### src/rtl/sdpb_stream_reader.sv
// sdpb_stream_reader: read-side controller for the 4096x8 simple dual-port
// line/frame store. Takes a (start address, length) command, issues one RAM
// read per cycle, hides the 1-cycle RAM read latency behind a 2-entry
// skid FIFO and emits the bytes as a valid/ready stream with a last flag.
module sdpb_stream_reader #(
    parameter int ADDR_W = 12,
    parameter int DATA_W = 8,
    parameter int LEN_W  = 13
) (
    input  logic              clk,
    input  logic              reset,
    input  logic              cmd_valid,
    output logic              cmd_ready,
    input  logic [ADDR_W-1:0] cmd_addr,
    input  logic [LEN_W-1:0]  cmd_len,
    input  logic              flush,
    output logic              ram_ceb,
    output logic              ram_oce,
    output logic [ADDR_W-1:0] ram_adb,
    input  logic [DATA_W-1:0] ram_dout,
    output logic              m_valid,
    input  logic              m_ready,
    output logic [DATA_W-1:0] m_data,
    output logic              m_last,
    output logic              busy,
    output logic              done
);

    typedef enum logic [1:0] {
        S_IDLE  = 2'd0,
        S_RUN   = 2'd1,
        S_DRAIN = 2'd2,
        S_DONE  = 2'd3
    } state_t;

    state_t            state;
    state_t            state_nxt;

    logic [ADDR_W-1:0] rd_addr;
    logic [LEN_W-1:0]  remaining;

    // One read can be in the RAM pipeline at a time per cycle; its tag
    // travels alongside so the FIFO knows which byte closes the command.
    logic              inflight;
    logic              inflight_last;

    logic [1:0]        fifo_cnt;
    logic              rd_ptr;
    logic              wr_ptr;
    logic [DATA_W-1:0] fifo_data [2];
    logic              fifo_last [2];

    logic              accept;
    logic              issue;
    logic              last_issue;
    logic              pop;
    logic              push;
    logic              flush_act;
    logic              drain_empty;
    logic [2:0]        occ;

    assign accept    = cmd_valid & cmd_ready;
    assign pop       = m_valid & m_ready;
    assign push      = inflight;
    assign flush_act = flush & (state != S_IDLE);

    // Slots already committed: bytes waiting in the FIFO plus the read in
    // flight. A new read is allowed only if it still fits after this
    // cycle's pop, which is what keeps the 2-entry FIFO from overflowing.
    assign occ        = {1'b0, fifo_cnt} + {2'b00, inflight};
    assign issue      = (state == S_RUN) && (remaining != '0) &&
                        (occ < (3'd2 + {2'b00, pop}));
    assign last_issue = issue && (remaining == LEN_W'(1));

    // DRAIN may finish once nothing is in flight and the FIFO is empty or
    // its final entry is being accepted right now.
    assign drain_empty = !inflight &&
                         ((fifo_cnt == 2'd0) || ((fifo_cnt == 2'd1) && pop));

    assign cmd_ready = (state == S_IDLE);
    assign busy      = (state != S_IDLE);
    assign done      = (state == S_DONE);
    assign ram_ceb   = issue;
    assign ram_oce   = 1'b1;
    assign ram_adb   = rd_addr;
    assign m_valid   = (fifo_cnt != 2'd0);
    assign m_data    = m_valid ? fifo_data[rd_ptr] : '0;
    assign m_last    = m_valid & fifo_last[rd_ptr];

    // State register.
    always_ff @(posedge clk or posedge reset) begin
        if (reset) begin
            state <= S_IDLE;
        end else begin
            state <= state_nxt;
        end
    end

    // Next-state logic; flush abandons any active command without done.
    always_comb begin
        state_nxt = state;
        case (state)
            S_IDLE: begin
                if (accept) begin
                    state_nxt = (cmd_len == '0) ? S_DONE : S_RUN;
                end
            end
            S_RUN: begin
                if (flush) begin
                    state_nxt = S_IDLE;
                end else if (last_issue) begin
                    state_nxt = S_DRAIN;
                end
            end
            S_DRAIN: begin
                if (flush) begin
                    state_nxt = S_IDLE;
                end else if (drain_empty) begin
                    state_nxt = S_DONE;
                end
            end
            S_DONE: begin
                state_nxt = S_IDLE;
            end
            default: begin
                state_nxt = S_IDLE;
            end
        endcase
    end

    // Read address and byte countdown: loaded on accept, stepped per issue.
    always_ff @(posedge clk or posedge reset) begin
        if (reset) begin
            rd_addr   <= '0;
            remaining <= '0;
        end else if (accept) begin
            rd_addr   <= cmd_addr;
            remaining <= cmd_len;
        end else if (issue) begin
            rd_addr   <= rd_addr + ADDR_W'(1);
            remaining <= remaining - LEN_W'(1);
        end
    end

    // In-flight flag and last tag mirror the RAM's 1-cycle read latency.
    always_ff @(posedge clk or posedge reset) begin
        if (reset) begin
            inflight      <= 1'b0;
            inflight_last <= 1'b0;
        end else if (flush_act) begin
            inflight      <= 1'b0;
            inflight_last <= 1'b0;
        end else begin
            inflight      <= issue;
            inflight_last <= last_issue;
        end
    end

    // FIFO pointers and occupancy; push and pop together leave the count.
    always_ff @(posedge clk or posedge reset) begin
        if (reset) begin
            fifo_cnt <= 2'd0;
            rd_ptr   <= 1'b0;
            wr_ptr   <= 1'b0;
        end else if (flush_act) begin
            fifo_cnt <= 2'd0;
            rd_ptr   <= 1'b0;
            wr_ptr   <= 1'b0;
        end else begin
            if (push) begin
                wr_ptr <= ~wr_ptr;
            end
            if (pop) begin
                rd_ptr <= ~rd_ptr;
            end
            fifo_cnt <= fifo_cnt + {1'b0, push} - {1'b0, pop};
        end
    end

    // FIFO storage captures the returning RAM byte and its last tag.
    always_ff @(posedge clk) begin
        if (push) begin
            fifo_data[wr_ptr] <= ram_dout;
            fifo_last[wr_ptr] <= inflight_last;
        end
    end

endmodule
### config.mk
export PLATFORM = sky130hd
export DESIGN_NAME = sdpb_stream_reader
export DESIGN_NICKNAME = d
export VERILOG_FILES = /design/src/rtl/sdpb_stream_reader.sv
export SDC_FILE = /design/constraint.sdc
export NUM_CORES = 1
export LEC_CHECK = 0
export BUFFER_PORTS_ARGS = -buffer_cell sky130_fd_sc_hd__buf_4
export CORE_UTILIZATION = 31
export DETAILED_ROUTE_END_ITERATION = 8
export HOLD_SLACK_MARGIN = 0.06
export PLACE_DENSITY = 0.59
export REMOVE_ABC_BUFFERS = 1
export SLEW_MARGIN = 20
export SYNTH_ARGS = -nofsm -noshare
export SYNTH_HDL_FRONTEND = slang
export SYNTH_SLANG_ARGS = --single-unit
### constraint.sdc
create_clock -name clk -period 2.3 [get_ports clk]
set_clock_uncertainty 0.1 [all_clocks]
set_input_delay 0.115 -clock clk [delete_from_list [all_inputs] [get_ports clk]]
set_output_delay 0.115 -clock clk [all_outputs]
set_load 0.1 [all_outputs]
=== Word-level counts from Yosys, hierarchy flattened ===
Memories as Yosys holds them, arrays and structs flattened.
Index checks and enable logic that the tools add are counted.

* Register bits: 33
* Bits in writable memories: 18
* Input bits: 38
* Output and inout port bits: 27
* Word-level logic and storage cells: 69
* Memories kept: 2

{| class="wikitable"
|+ Memories
! name !! depth !! width !! rd ports !! clocked after memory_dff !! wr ports !! RTL line !! text
|-
| fifo_data || 2 || 8 || 1 || 0 || 1 || 50 || <nowiki>logic [DATA_W-1:0] fifo_data [2];</nowiki>
|-
| fifo_last || 2 || 1 || 1 || 0 || 1 || 51 || <nowiki>logic fifo_last [2];</nowiki>
|}

* Add/sub/neg operators: 6
* Order comparisons: 1
* Equal/unequal tests: 8
* Mux-type cells: 21
* Bitwise logic cells: 6
* Reductions and logical operators: 17

{| class="wikitable"
|+ Operators by type and width
! kind !! number
|-
| $mux 13 || 2
|-
| $mux 12 || 2
|-
| $mux 2 || 7
|-
| $eq 13x1->1 const B || 1
|-
| $logic_not 13->1 || 1
|-
| $reduce_bool 13->1 || 1
|-
| $sub 13x1->13 const B || 1
|-
| $add 12x1->12 const B || 1
|-
| $reduce_bool 2->1 || 5
|-
| $mux 1 || 8
|-
| $mux 8 || 1
|-
| $pmux 2 s4 || 1
|-
| $ne 3x3->1 const B || 2
|-
| $logic_and 1x1->1 || 5
|-
| $and 1x1->1 || 4
|-
| $eq 2x1->1 const B || 2
|-
| $eq 2x2->1 const B || 2
|-
| $logic_not 2->1 || 2
|-
| $add 2x1->3 || 1
|-
| $add 2x1->3 const A || 1
|-
| $lt 3x3->1 || 1
|-
| $reduce_and 3->1 || 1
|-
| $add 2x1->2 || 1
|-
| $ne 2x1->1 const B || 1
|-
| other kinds (4) || 5
|}

=== Longest topological paths before layout ===
* Depth after elaboration: 9
* Depth in mapped cells: 8
* Gate-level depth less buffers: 8

=== Worst setup path before layout ===
OpenSTA, ideal clock, no wires.

* Path type: register to output
* From: register state[0]
* To: output busy
* Arrival time: 2.779 ns
* Data required time: 2.085 ns
* Path slack: -0.694 ns
* Cell stages (with the launch flop): 3
* Path buffers: 0
* Cell sequence: dfrtp_1 nor2_1 inv_1

* Longest elaborated chain between the ends: 1

{| class="wikitable"
|+ Ends and longest elaborated chain
! what !! RTL line !! text
|-
| start, declared || 36 || <nowiki>state_t state;</nowiki>
|-
| start signal, assigned || 95 || <nowiki>state <= state_nxt;</nowiki>
|-
| $reduce_bool 2->1 || 81 || <nowiki>assign busy = (state != S_IDLE);</nowiki>
|-
| end, declared || 25 || <nowiki>output logic busy,</nowiki>
|}

Every way passes these cells.

=== Worst setup path after layout ===
* From: register inflight
* To: register rd_addr[5], in the netlist ram_adb[5]

* Longest elaborated chain between the ends: 4

{| class="wikitable"
|+ Ends and longest elaborated chain
! what !! RTL line !! text
|-
| start, declared || 44 || <nowiki>logic inflight;</nowiki>
|-
| start signal, assigned || 154 || <nowiki>inflight <= issue;</nowiki>
|-
| $add 2x1->3 || 70 || <nowiki>assign occ = {1'b0, fifo_cnt} + {2'b00, inflight};</nowiki>
|-
| $lt 3x3->1 || 72 || <nowiki>(occ < (3'd2 + {2'b00, pop}));</nowiki>
|-
| $logic_and 1x1->1 || 71 || <nowiki>assign issue = (state == S_RUN) && (remaining != '0) &&</nowiki>
|-
| $reduce_bool 2->1 (no line) || -- ||
|-
| end signal, assigned || 137 || <nowiki>rd_addr <= cmd_addr;</nowiki>
|-
| end signal, assigned || 140 || <nowiki>rd_addr <= rd_addr + ADDR_W'(1);</nowiki>
|-
| end, declared || 39 || <nowiki>logic [ADDR_W-1:0] rd_addr;</nowiki>
|}

Every way passes these cells.
A chain may end at the register's enable or synchronous reset.

==> impl_metrics.env <==
export IMPL_synth_edf_count=18
export IMPL_cts_root_buf="clkbuf_8"
export IMPL_gp_congestion=0.758
export IMPL_endpoint_kind="flop"
export IMPL_start_kind="flop"
export IMPL_synthFlopType="dfrtp_1"
export IMPL_grt_max_degree=34
export IMPL_routedWlPerCell_um=14.1
export IMPL_clkTransAtPathRegs_ns=0.10
export IMPL_nFillCells=814
export IMPL_syn_area_um2=2730
export IMPL_die_h_um=95.8
export IMPL_slowest_stage="or4b_4"
export IMPL_vias=2300
export IMPL_final_cell_count_no_fill=466
export IMPL_hold_class="primary input to flop"
export IMPL_insertion_delay_ns=0.31
export IMPL_yosysSeqAreaShare_pct=50.0
export IMPL_hold_path_endpoint="rd_ptr$_DFFE_PP0P_"
export IMPL_setup_viol=0
export IMPL_h_tree_depth=2
export IMPL_run_status="finished clean"
export IMPL_pin_count=65
export IMPL_fin_crit_ns=2.18
export IMPL_whs_path_depth=4
export IMPL_required_ns=2.45
export IMPL_final_hold_viol_count=0
export IMPL_drt_initial_drc_count=64
export IMPL_layout_drive_gt1_share_pct=29.4
export IMPL_antenna_found_initial=0
export IMPL_grt_overflow_total=0
export IMPL_dr_pass1_iters=4
export IMPL_crit_chain="ha_1, ha_2, or4b_4, nor4b_2, mux2i_1, o21a_1"
export IMPL_synth_most_common_cell="dfrtp_1"
export IMPL_io_buffers=63
export IMPL_arrival_ns=2.33
export IMPL_start_util_pct=32.6
export IMPL_diodes=0
export IMPL_finalMaxSlewViolations=0
export IMPL_grt_pass1_vias=2303
export IMPL_r2r_end="ram_adb[5]$_DFFE_PP0P_"
export IMPL_postSynthAreaPerCell_um2=11.0
export IMPL_gr_usage_all_layers_pct=15.8
export IMPL_cts_sinks=51
export IMPL_clockBufferDepth=2
export IMPL_rsz0062_at_grt="no"
export IMPL_antenna_left=0
export IMPL_critical_path_max_stage_delay_ns=0.60
export IMPL_finalCritPeriodShare_pct=94.6
export IMPL_die_area_um2=9190
export IMPL_design_core_area_um2=8380
export IMPL_row_count=33
export IMPL_yosys_top_cells_area="dfrtp_1 30%, edfxtp_1 20%, mux2i_1 4.0%"
export IMPL_finalWirelength_um=6570
export IMPL_crit_reg2reg_launch="inflight$_DFF_PP0_"
export IMPL_synthCells=249
export IMPL_path_max_fanout=4
export IMPL_r2r_setup_slack_ns=0.12
export IMPL_cts_post_setup_buffers_inserted=0
export IMPL_drcViolationCount=0
export IMPL_dp_hpwl_um=4640
export IMPL_worstRegToRegCells=6
export IMPL_nNetsFinal=406
export IMPL_synth_commonest_cells="33 x dfrtp_1, 26 x nor2_1, 21 x nand2_1"
export IMPL_ys_ff_latch=51
export IMPL_syn_to_final_growth_pct=42.4
export IMPL_synth_cell_types=54
export IMPL_dp_cells=422
export IMPL_worst_pin_slew_ns=0.551
export IMPL_worst_setup_path_type="flop to flop"
export IMPL_hold_start="m_ready"
export IMPL_fmax_mhz=460
export IMPL_die_w_um=95.8
export IMPL_viasPerCell=4.94
export IMPL_ys_warn_count=0
export IMPL_async_reset_ff_share_pct=64.7
export IMPL_cts_tree="built"
export IMPL_cts_buffers=5
export IMPL_synth_largest_area_cell="dfrtp_1"
export IMPL_cap_violations=0
export IMPL_synth_top_area_share_pct=30.2
export IMPL_worst_hold_slack_ns=0.180
export IMPL_grt_pass1_wl_um=11100
export IMPL_maxSlewHeadroom_pct=63.3
==> cells by family after synthesis <==
kind of cell / after synthesis / synth area share [%]
multiplexers: 11 / 4.03
other: 1 / 0.137
AO/OA/AOI/OAI: 45 / 12.6
XOR/XNOR: 10 / 3.21
buffers and inverters: 20 / 3.12
adder cells (fa/ha/maj): 8 / 3.67
flip-flops: 51 / 50.0
AND/OR/NAND/NOR: 103 / 23.1
==> sequential cells by signal, summed over array words and instances (netlist names) <==
name,count
fifo_cnt,2
fifo_data,16
fifo_last,2
inflight,1
inflight_last,1
ram_adb,12
rd_ptr,1
remaining,13
state,2
wr_ptr,1
==> what timing repair did <==
item                       in CTS  in global routing
hold buffers                   36                  0
setup endpoints to repair       1                  5
hold endpoints to repair       76                  0
pin swaps                       0                  2
resized for setup               4                  4
==> cells in the final DEF, fill, tap and decap left out, types with 4 or more instances in the layout <==
cell type and count:
o211ai_1 5, xnor2_1 5, edfxtp_1 18, nor2_1 25
nor3_1 7, ha_1 7, nor4_1 4, nor4_4 4
dlygate4sd3_1 36, nand4_1 5, a221o_1 4, clkbuf_8 5
inv_1 10, mux2i_1 11, o21ai_1 5, o21a_1 4
nor2b_1 4, nand3_1 8, o21ai_0 7, buf_4 76
xor2_1 5, dfrtp_1 33, nand2_1 21
==> per-layer routing <==
layer	vias up	part of all wire (%)	track usage, %
li1	1147	-	-
met1	1098	48	21.0
met2	51	48	26.5
met3	4	3.7	2.92
met4	0	0.73	4.10
met5	-	0	0
==> area by class of cell <==
class                           count  area [µm²]  area share (%)
Sequential cell                    51        1370            35.1
Multi-Input combinational cell    178        1310            33.6
Timing Repair Buffer              113         942            24.2
Tap cell                          105         131            3.38
Clock buffer                        5        68.8            1.77
Inverter                           11        43.8            1.13
Clock inverter                      3        27.5           0.708
==> stage by stage <==
step	utilization (%)	TNS, ns	instance area, µm²	worst slack (ns)
2_1_floorplan	-	-22.01	2690	-1.10
3_3_place_gp	40.5	0	3400	0.140
3_5_place_dp	40.5	0	3400	0.110
4_1_cts	46.2	0	3870	0.0596
5_1_grt	46.4	0	3890	0.0187
6_report	46.4	0	3890	0.124
==> critical path: cells and delay by family (launching register included) <==
family          cells  cell delay, ns
mux                 1            0.21
fa+ha+maj           2            0.41
simple gates        2            0.86
compound gates      1            0.13
flops               1            0.40
==> worst max path at each step <==
stage | startpoint | to | depth (start not counted)
3_3_place_gp | inflight$_DFF_PP0_ | ram_adb[5]$_DFFE_PP0P_ | 6
4_1_cts | inflight$_DFF_PP0_ | ram_adb[5]$_DFFE_PP0P_ | 6
5_1_grt | inflight$_DFF_PP0_ | ram_adb[5]$_DFFE_PP0P_ | 6
2_1_floorplan | state[0]$_DFFE_PP0P_ | remaining[2]$_DFFE_PP0P_ | 5
6_report | inflight$_DFF_PP0_ | ram_adb[5]$_DFFE_PP0P_ | 6
3_5_place_dp | inflight$_DFF_PP0_ | ram_adb[5]$_DFFE_PP0P_ | 6
Power is left out: the tool's default activity adds up to more than one toggle a clock period on the data nets, which glitch-free logic cannot reach.
